**config.mk**
```make
export PLATFORM = sky130hd
export DESIGN_NAME = alu_op_sequencer
export DESIGN_NICKNAME = d
export VERILOG_FILES = /design/src/rtl/alu_op_sequencer.sv
export SDC_FILE = /design/constraint.sdc
export NUM_CORES = 1
export LEC_CHECK = 0
export CORE_ASPECT_RATIO = 1.2
export CORE_UTILIZATION = 55
export CTS_BUF_LIST = sky130_fd_sc_hd__clkbuf_16
export DETAILED_ROUTE_END_ITERATION = 10
export PLACE_DENSITY = 0.83
export SKIP_CTS_REPAIR_TIMING = 1
export SYNTH_ARGS = -nofsm -noshare
export SYNTH_HDL_FRONTEND = slang
export SYNTH_SLANG_ARGS = --single-unit
```
**constraint.sdc**
```tcl
create_clock -name clk_i -period 4.4 [get_ports clk_i]
set_input_delay 1.1 -clock clk_i [delete_from_list [all_inputs] [get_ports clk_i]]
set_output_delay 1.1 -clock clk_i [all_outputs]
set_load 0.01 [all_outputs]
```
**src/rtl/alu_op_sequencer.sv**
```systemverilog
// alu_op_sequencer: queues ALU operations and issues them one at a time to a
// combinational ALU. Operands stay stable for SETTLE_CYC cycles, the result
// is captured and then offered on a valid/ready result port.
module alu_op_sequencer #(
  parameter int WIDTH      = 4,
  parameter int CMD_W      = 3,
  parameter int DEPTH      = 4,
  parameter int SETTLE_CYC = 1
) (
  input  logic                     clk_i,
  input  logic                     rst_ni,
  input  logic                     req_valid_i,
  output logic                     req_ready_o,
  input  logic [WIDTH-1:0]         req_a_i,
  input  logic [WIDTH-1:0]         req_b_i,
  input  logic [CMD_W-1:0]         req_cmd_i,
  output logic [WIDTH-1:0]         alu_a_o,
  output logic [WIDTH-1:0]         alu_b_o,
  output logic [CMD_W-1:0]         alu_cmd_o,
  input  logic [WIDTH-1:0]         alu_res_i,
  output logic                     res_valid_o,
  input  logic                     res_ready_i,
  output logic [WIDTH-1:0]         res_data_o,
  output logic [CMD_W-1:0]         res_cmd_o,
  output logic                     busy_o,
  output logic [$clog2(DEPTH):0]   fifo_cnt_o,
  output logic [7:0]               ops_done_o
);

  localparam int AW = $clog2(DEPTH);
  localparam int SW = $clog2(SETTLE_CYC + 1);

  typedef struct packed {
    logic [CMD_W-1:0] cmd;
    logic [WIDTH-1:0] b;
    logic [WIDTH-1:0] a;
  } op_t;

  typedef enum logic [1:0] {IDLE, SETTLE, HOLD} state_e;

  op_t              mem_q [DEPTH];
  logic [AW-1:0]    wr_ptr_q, rd_ptr_q;
  logic [AW:0]      cnt_q, cnt_d;
  logic             rdy_q;
  state_e           state_q, state_d;
  logic [SW-1:0]    set_q, set_d;
  op_t              alu_q, alu_d;
  logic [WIDTH-1:0] res_data_q, res_data_d;
  logic [CMD_W-1:0] res_cmd_q, res_cmd_d;
  logic             res_valid_q, res_valid_d;
  logic [7:0]       ops_q, ops_d;
  logic             push, pop;
  op_t              head;

  // rdy_q keeps req_ready low through reset and for the first edge after it
  assign req_ready_o = rdy_q & (cnt_q != (AW+1)'(DEPTH));
  assign push        = req_valid_i & req_ready_o;
  assign head        = mem_q[rd_ptr_q];

  assign alu_a_o     = alu_q.a;
  assign alu_b_o     = alu_q.b;
  assign alu_cmd_o   = alu_q.cmd;
  assign res_valid_o = res_valid_q;
  assign res_data_o  = res_data_q;
  assign res_cmd_o   = res_cmd_q;
  assign busy_o      = (state_q != IDLE) | (cnt_q != '0);
  assign fifo_cnt_o  = cnt_q;
  assign ops_done_o  = ops_q;

  // FIFO storage; contents are don't-care while empty so no reset needed
  always_ff @(posedge clk_i) begin
    if (push) mem_q[wr_ptr_q] <= {req_cmd_i, req_b_i, req_a_i};
  end

  // Occupancy: simultaneous push and pop leave the count unchanged
  always_comb begin
    cnt_d = cnt_q;
    if (push && !pop)      cnt_d = cnt_q + (AW+1)'(1);
    else if (!push && pop) cnt_d = cnt_q - (AW+1)'(1);
  end

  // Issue FSM: next state, pops, operand drive and result capture
  always_comb begin
    state_d     = state_q;
    pop         = 1'b0;
    alu_d       = alu_q;
    set_d       = set_q;
    res_data_d  = res_data_q;
    res_cmd_d   = res_cmd_q;
    res_valid_d = res_valid_q;
    ops_d       = ops_q;
    case (state_q)
      IDLE: begin
        if (cnt_q != '0) begin
          pop     = 1'b1;
          alu_d   = head;
          set_d   = SW'(SETTLE_CYC);
          state_d = SETTLE;
        end
      end
      SETTLE: begin
        set_d = set_q - SW'(1);
        if (set_q == SW'(1)) begin
          res_data_d  = alu_res_i;
          res_cmd_d   = alu_q.cmd;
          res_valid_d = 1'b1;
          state_d     = HOLD;
        end
      end
      HOLD: begin
        if (res_ready_i) begin
          ops_d       = ops_q + 8'd1;
          res_valid_d = 1'b0;
          if (cnt_q != '0) begin
            // Chain straight into the next op without passing through IDLE
            pop     = 1'b1;
            alu_d   = head;
            set_d   = SW'(SETTLE_CYC);
            state_d = SETTLE;
          end else begin
            state_d = IDLE;
          end
        end
      end
      default: state_d = IDLE;
    endcase
  end

  // State and datapath registers; reset drops all queued and in-flight ops
  always_ff @(posedge clk_i or negedge rst_ni) begin
    if (!rst_ni) begin
      wr_ptr_q    <= '0;
      rd_ptr_q    <= '0;
      cnt_q       <= '0;
      rdy_q       <= 1'b0;
      state_q     <= IDLE;
      set_q       <= '0;
      alu_q       <= '0;
      res_data_q  <= '0;
      res_cmd_q   <= '0;
      res_valid_q <= 1'b0;
      ops_q       <= '0;
    end else begin
      if (push) wr_ptr_q <= wr_ptr_q + AW'(1);
      if (pop)  rd_ptr_q <= rd_ptr_q + AW'(1);
      cnt_q       <= cnt_d;
      rdy_q       <= 1'b1;
      state_q     <= state_d;
      set_q       <= set_d;
      alu_q       <= alu_d;
      res_data_q  <= res_data_d;
      res_cmd_q   <= res_cmd_d;
      res_valid_q <= res_valid_d;
      ops_q       <= ops_d;
    end
  end

endmodule

```
==> impl_metrics.tcl <==
set metrics [dict create \
    outcome "completed" \
    worstPathCellList "clkdlybuf4s50_1 -> nor2b_1 -> nor3_2 -> buf_4 -> inv_2 -> ha_1 -> inv_1 -> fa_1 -> xor2_1 -> nor2_1 -> xnor2_1" \
    setup_viol_count_final 0 \
    finalHoldViolCount 0 \
    yosysSeqAreaShare_pct 69.8 \
    p_leak_nw 1.62 \
    required_ns 4.65 \
    worstSkewPairLatency_ns 0.33 \
    cts_tree "yes" \
    coreArea_um2 5670 \
    grt-ovfl-total 0 \
    worst_path_max_delay_cell "clkdlybuf4s50_1" \
    crit_path_end_kind "flop" \
    tightest_slew_ns 0.841 \
    placedCellCount 305 \
    vias 1683 \
    numCtsBuffers 9 \
    remaining_drc_errors 0 \
    fin_setup_tns_ns 0 \
    areaGrowthSynthToFinish_pct 27.7 \
    avgSynthCellArea_um2 18.4 \
    period_share_pct 66.5 \
    dieArea_um2 6230 \
    drt_iter0_drc 93 \
    io_pins 51 \
    gp_congestion 0.746 \
    synth-edff-count 44 \
    postSynthNetCount 203 \
    synth_ff_type "edfxtp_1" \
    synth-seq-cells 82 \
    whs_path_depth 1 \
    clk_path_buf_depth 2 \
    start_util_pct 57.4 \
    hold_class "reg2reg" \
    ff2ff_path_depth 10 \
    syn_area_um2 3250 \
    slew_headroom_pct 43.9 \
    antenna_found_initial 0 \
    fin_ws_ns 1.47 \
    async_flop_share_pct 46.3 \
    crit_arrival_ns 3.18 \
    drive_above_1_share_pct 19.9 \
    p_per_area_nw_per_um2 714 \
    die_w_um 72.2 \
    grt_pass1_vias 1775 \
    place_hpwl_mm 3.54 \
    achievable-frequency_mhz 342 \
    rows 30 \
    cp_num_cells 11 \
    drv_slew 0 \
    maxCapViolCount 0 \
    max-vdd-ir-drop_mv 0.374 \
    nNetsFinal 262 \
    rsz0062_at_grt "false" \
    critPathLaunchType "primary input" \
    grt_pass1_wl_mm 8.71 \
    port_buffers 50 \
    htree_levels 3 \
    avgViaCountPerCell 5.24 \
    postRouteAntennaNets 0 \
    routed_wl_mm 5.46 \
    die_y_um 86.2 \
    track_usage_pct 19.8 \
    cts_root_buffer "clkbuf_16" \
    netlist-cell-type-count 34 \
    clkTransAtPathRegs_ns 0.06 \
    wl_per_cell_um 17.0 \
    diodes 0 \
    cpPeakStageDelay_ns 0.45 \
    holdWs_ns 0.462 \
    numClockSinks 82 \
    worst-path-buf-inv 4 \
    critical_path_class "in2reg" \
    grt_max_degree 39 \
    drtPass1Iterations 4 \
    syn_inst 177 \
    fin_crit_ns 2.93 \
    critPathTopFamily "buffers and inverters" \
    crit_fanout 12 \
    skew_ns 0.00860 \
    yosys_warnings 0 \
    place_ws_ns 1.13 \
    stdcell_count 321 \
]
layout by cell type (no fill, tap or decap), types with 6 or more instances in the layout:
| cell type | instances |
|---|---|
| ha_1 | 6 |
| mux4_2 | 8 |
| clkbuf_16 | 9 |
| mux2_4 | 8 |
| edfxtp_1 | 44 |
| xnor2_1 | 7 |
| clkdlybuf4s50_1 | 49 |
| mux2_2 | 12 |
| xor2_1 | 6 |
| dfrtp_1 | 38 |
| inv_1 | 6 |
area by class of cell:
class | instances | area, um^2
Clock inverter | 7 | 95.1
Inverter | 6 | 22.5
Timing Repair Buffer | 51 | 503
Multi-Input combinational cell | 86 | 936
Fill cell | 336 | 1510
Tap cell | 80 | 100
Clock buffer | 9 | 225
Sequential cell | 82 | 2270
where the power goes:
part / switching (mW) / internal [mW] / total (mW)
clock network: 0.291 / 0.497 / 0.788
registers: 0.198 / 1.02 / 1.22
logic: 0.363 / 0.597 / 0.961
cell usage after synthesis (3+ instances only):
cell	number	share of area, %
and2_1	4	0.77
inv_1	5	0.58
mux2_2	12	4.2
nand3_1	3	0.46
ha_1	6	2.3
mux4_1	3	2.4
xnor2_1	7	1.9
edfxtp_1	44	41
mux2_4	8	3.7
xor2_1	6	1.6
nor2_1	4	0.46
mux4_2	8	5.5
nand2_1	5	0.58
dfrtp_1	38	29
per-stage QoR:
stage	instance area [um^2]	power (mW)	util (%)
2_1_floorplan	3250	1.79	-
3_3_place_gp	3830	2.16	67.6
3_5_place_dp	3830	2.20	67.6
4_1_cts	4150	3.00	73.3
5_1_grt	4150	3.12	73.3
6_report	4150	2.97	73.3
final timing paths:
path | end | slack (ns) | start
worst max register to register | fifo_cnt_o[2]$_DFFE_PN0P_ | 2.15 | fifo_cnt_o[0]$_DFFE_PN0P_
worst max-delay path | fifo_cnt_o[2]$_DFFE_PN0P_ | 1.47 | res_ready_i
worst min-delay path | ops_done_o[7]$_DFFE_PN0P_ | 0.46 | ops_done_o[7]$_DFFE_PN0P_
min in group asynchronous | ops_done_o[4]$_DFFE_PN0P_ | 0.87 | rst_ni
max in group asynchronous | alu_b_o[2]$_DFFE_PN0P_ | 3.00 | rst_ni
worst min register to register | ops_done_o[7]$_DFFE_PN0P_ | 0.46 | ops_done_o[7]$_DFFE_PN0P_
sequential cells by signal, indices dropped and copies added, names as in the netlist:
name	flops
alu_b_o	4
res_valid_o	1
wr_ptr_q	2
rd_ptr_q	2
set_q	1
alu_a_o	4
alu_cmd_o	3
rdy_q	1
state_q	2
mem_q	44
fifo_cnt_o	3
ops_done_o	8
res_cmd_o	3
res_data_o	4
routing by layer:
layer | routed length [um] | share of wire [%] | GRT usage [%]
met5 | 0 | 0 | 0
met2 | 2870 | 52 | 32.9
met4 | 60 | 1.1 | 8.73
met1 | 2250 | 41 | 23.7
met3 | 282 | 5.2 | 6.51
kinds of logic after synthesis:
family	count (synthesis)	share of synthesized area (%)
AO/OA/AOI/OAI	5	1.12
XOR/XNOR	13	3.50
adder cells (fa/ha/maj)	7	2.92
buffers and inverters	9	1.38
flip-flops	82	69.8
multiplexers	32	16.2
other	1	0.115
AND/OR/NAND/NOR	28	4.96
Power figures use the tool's default switching activity.
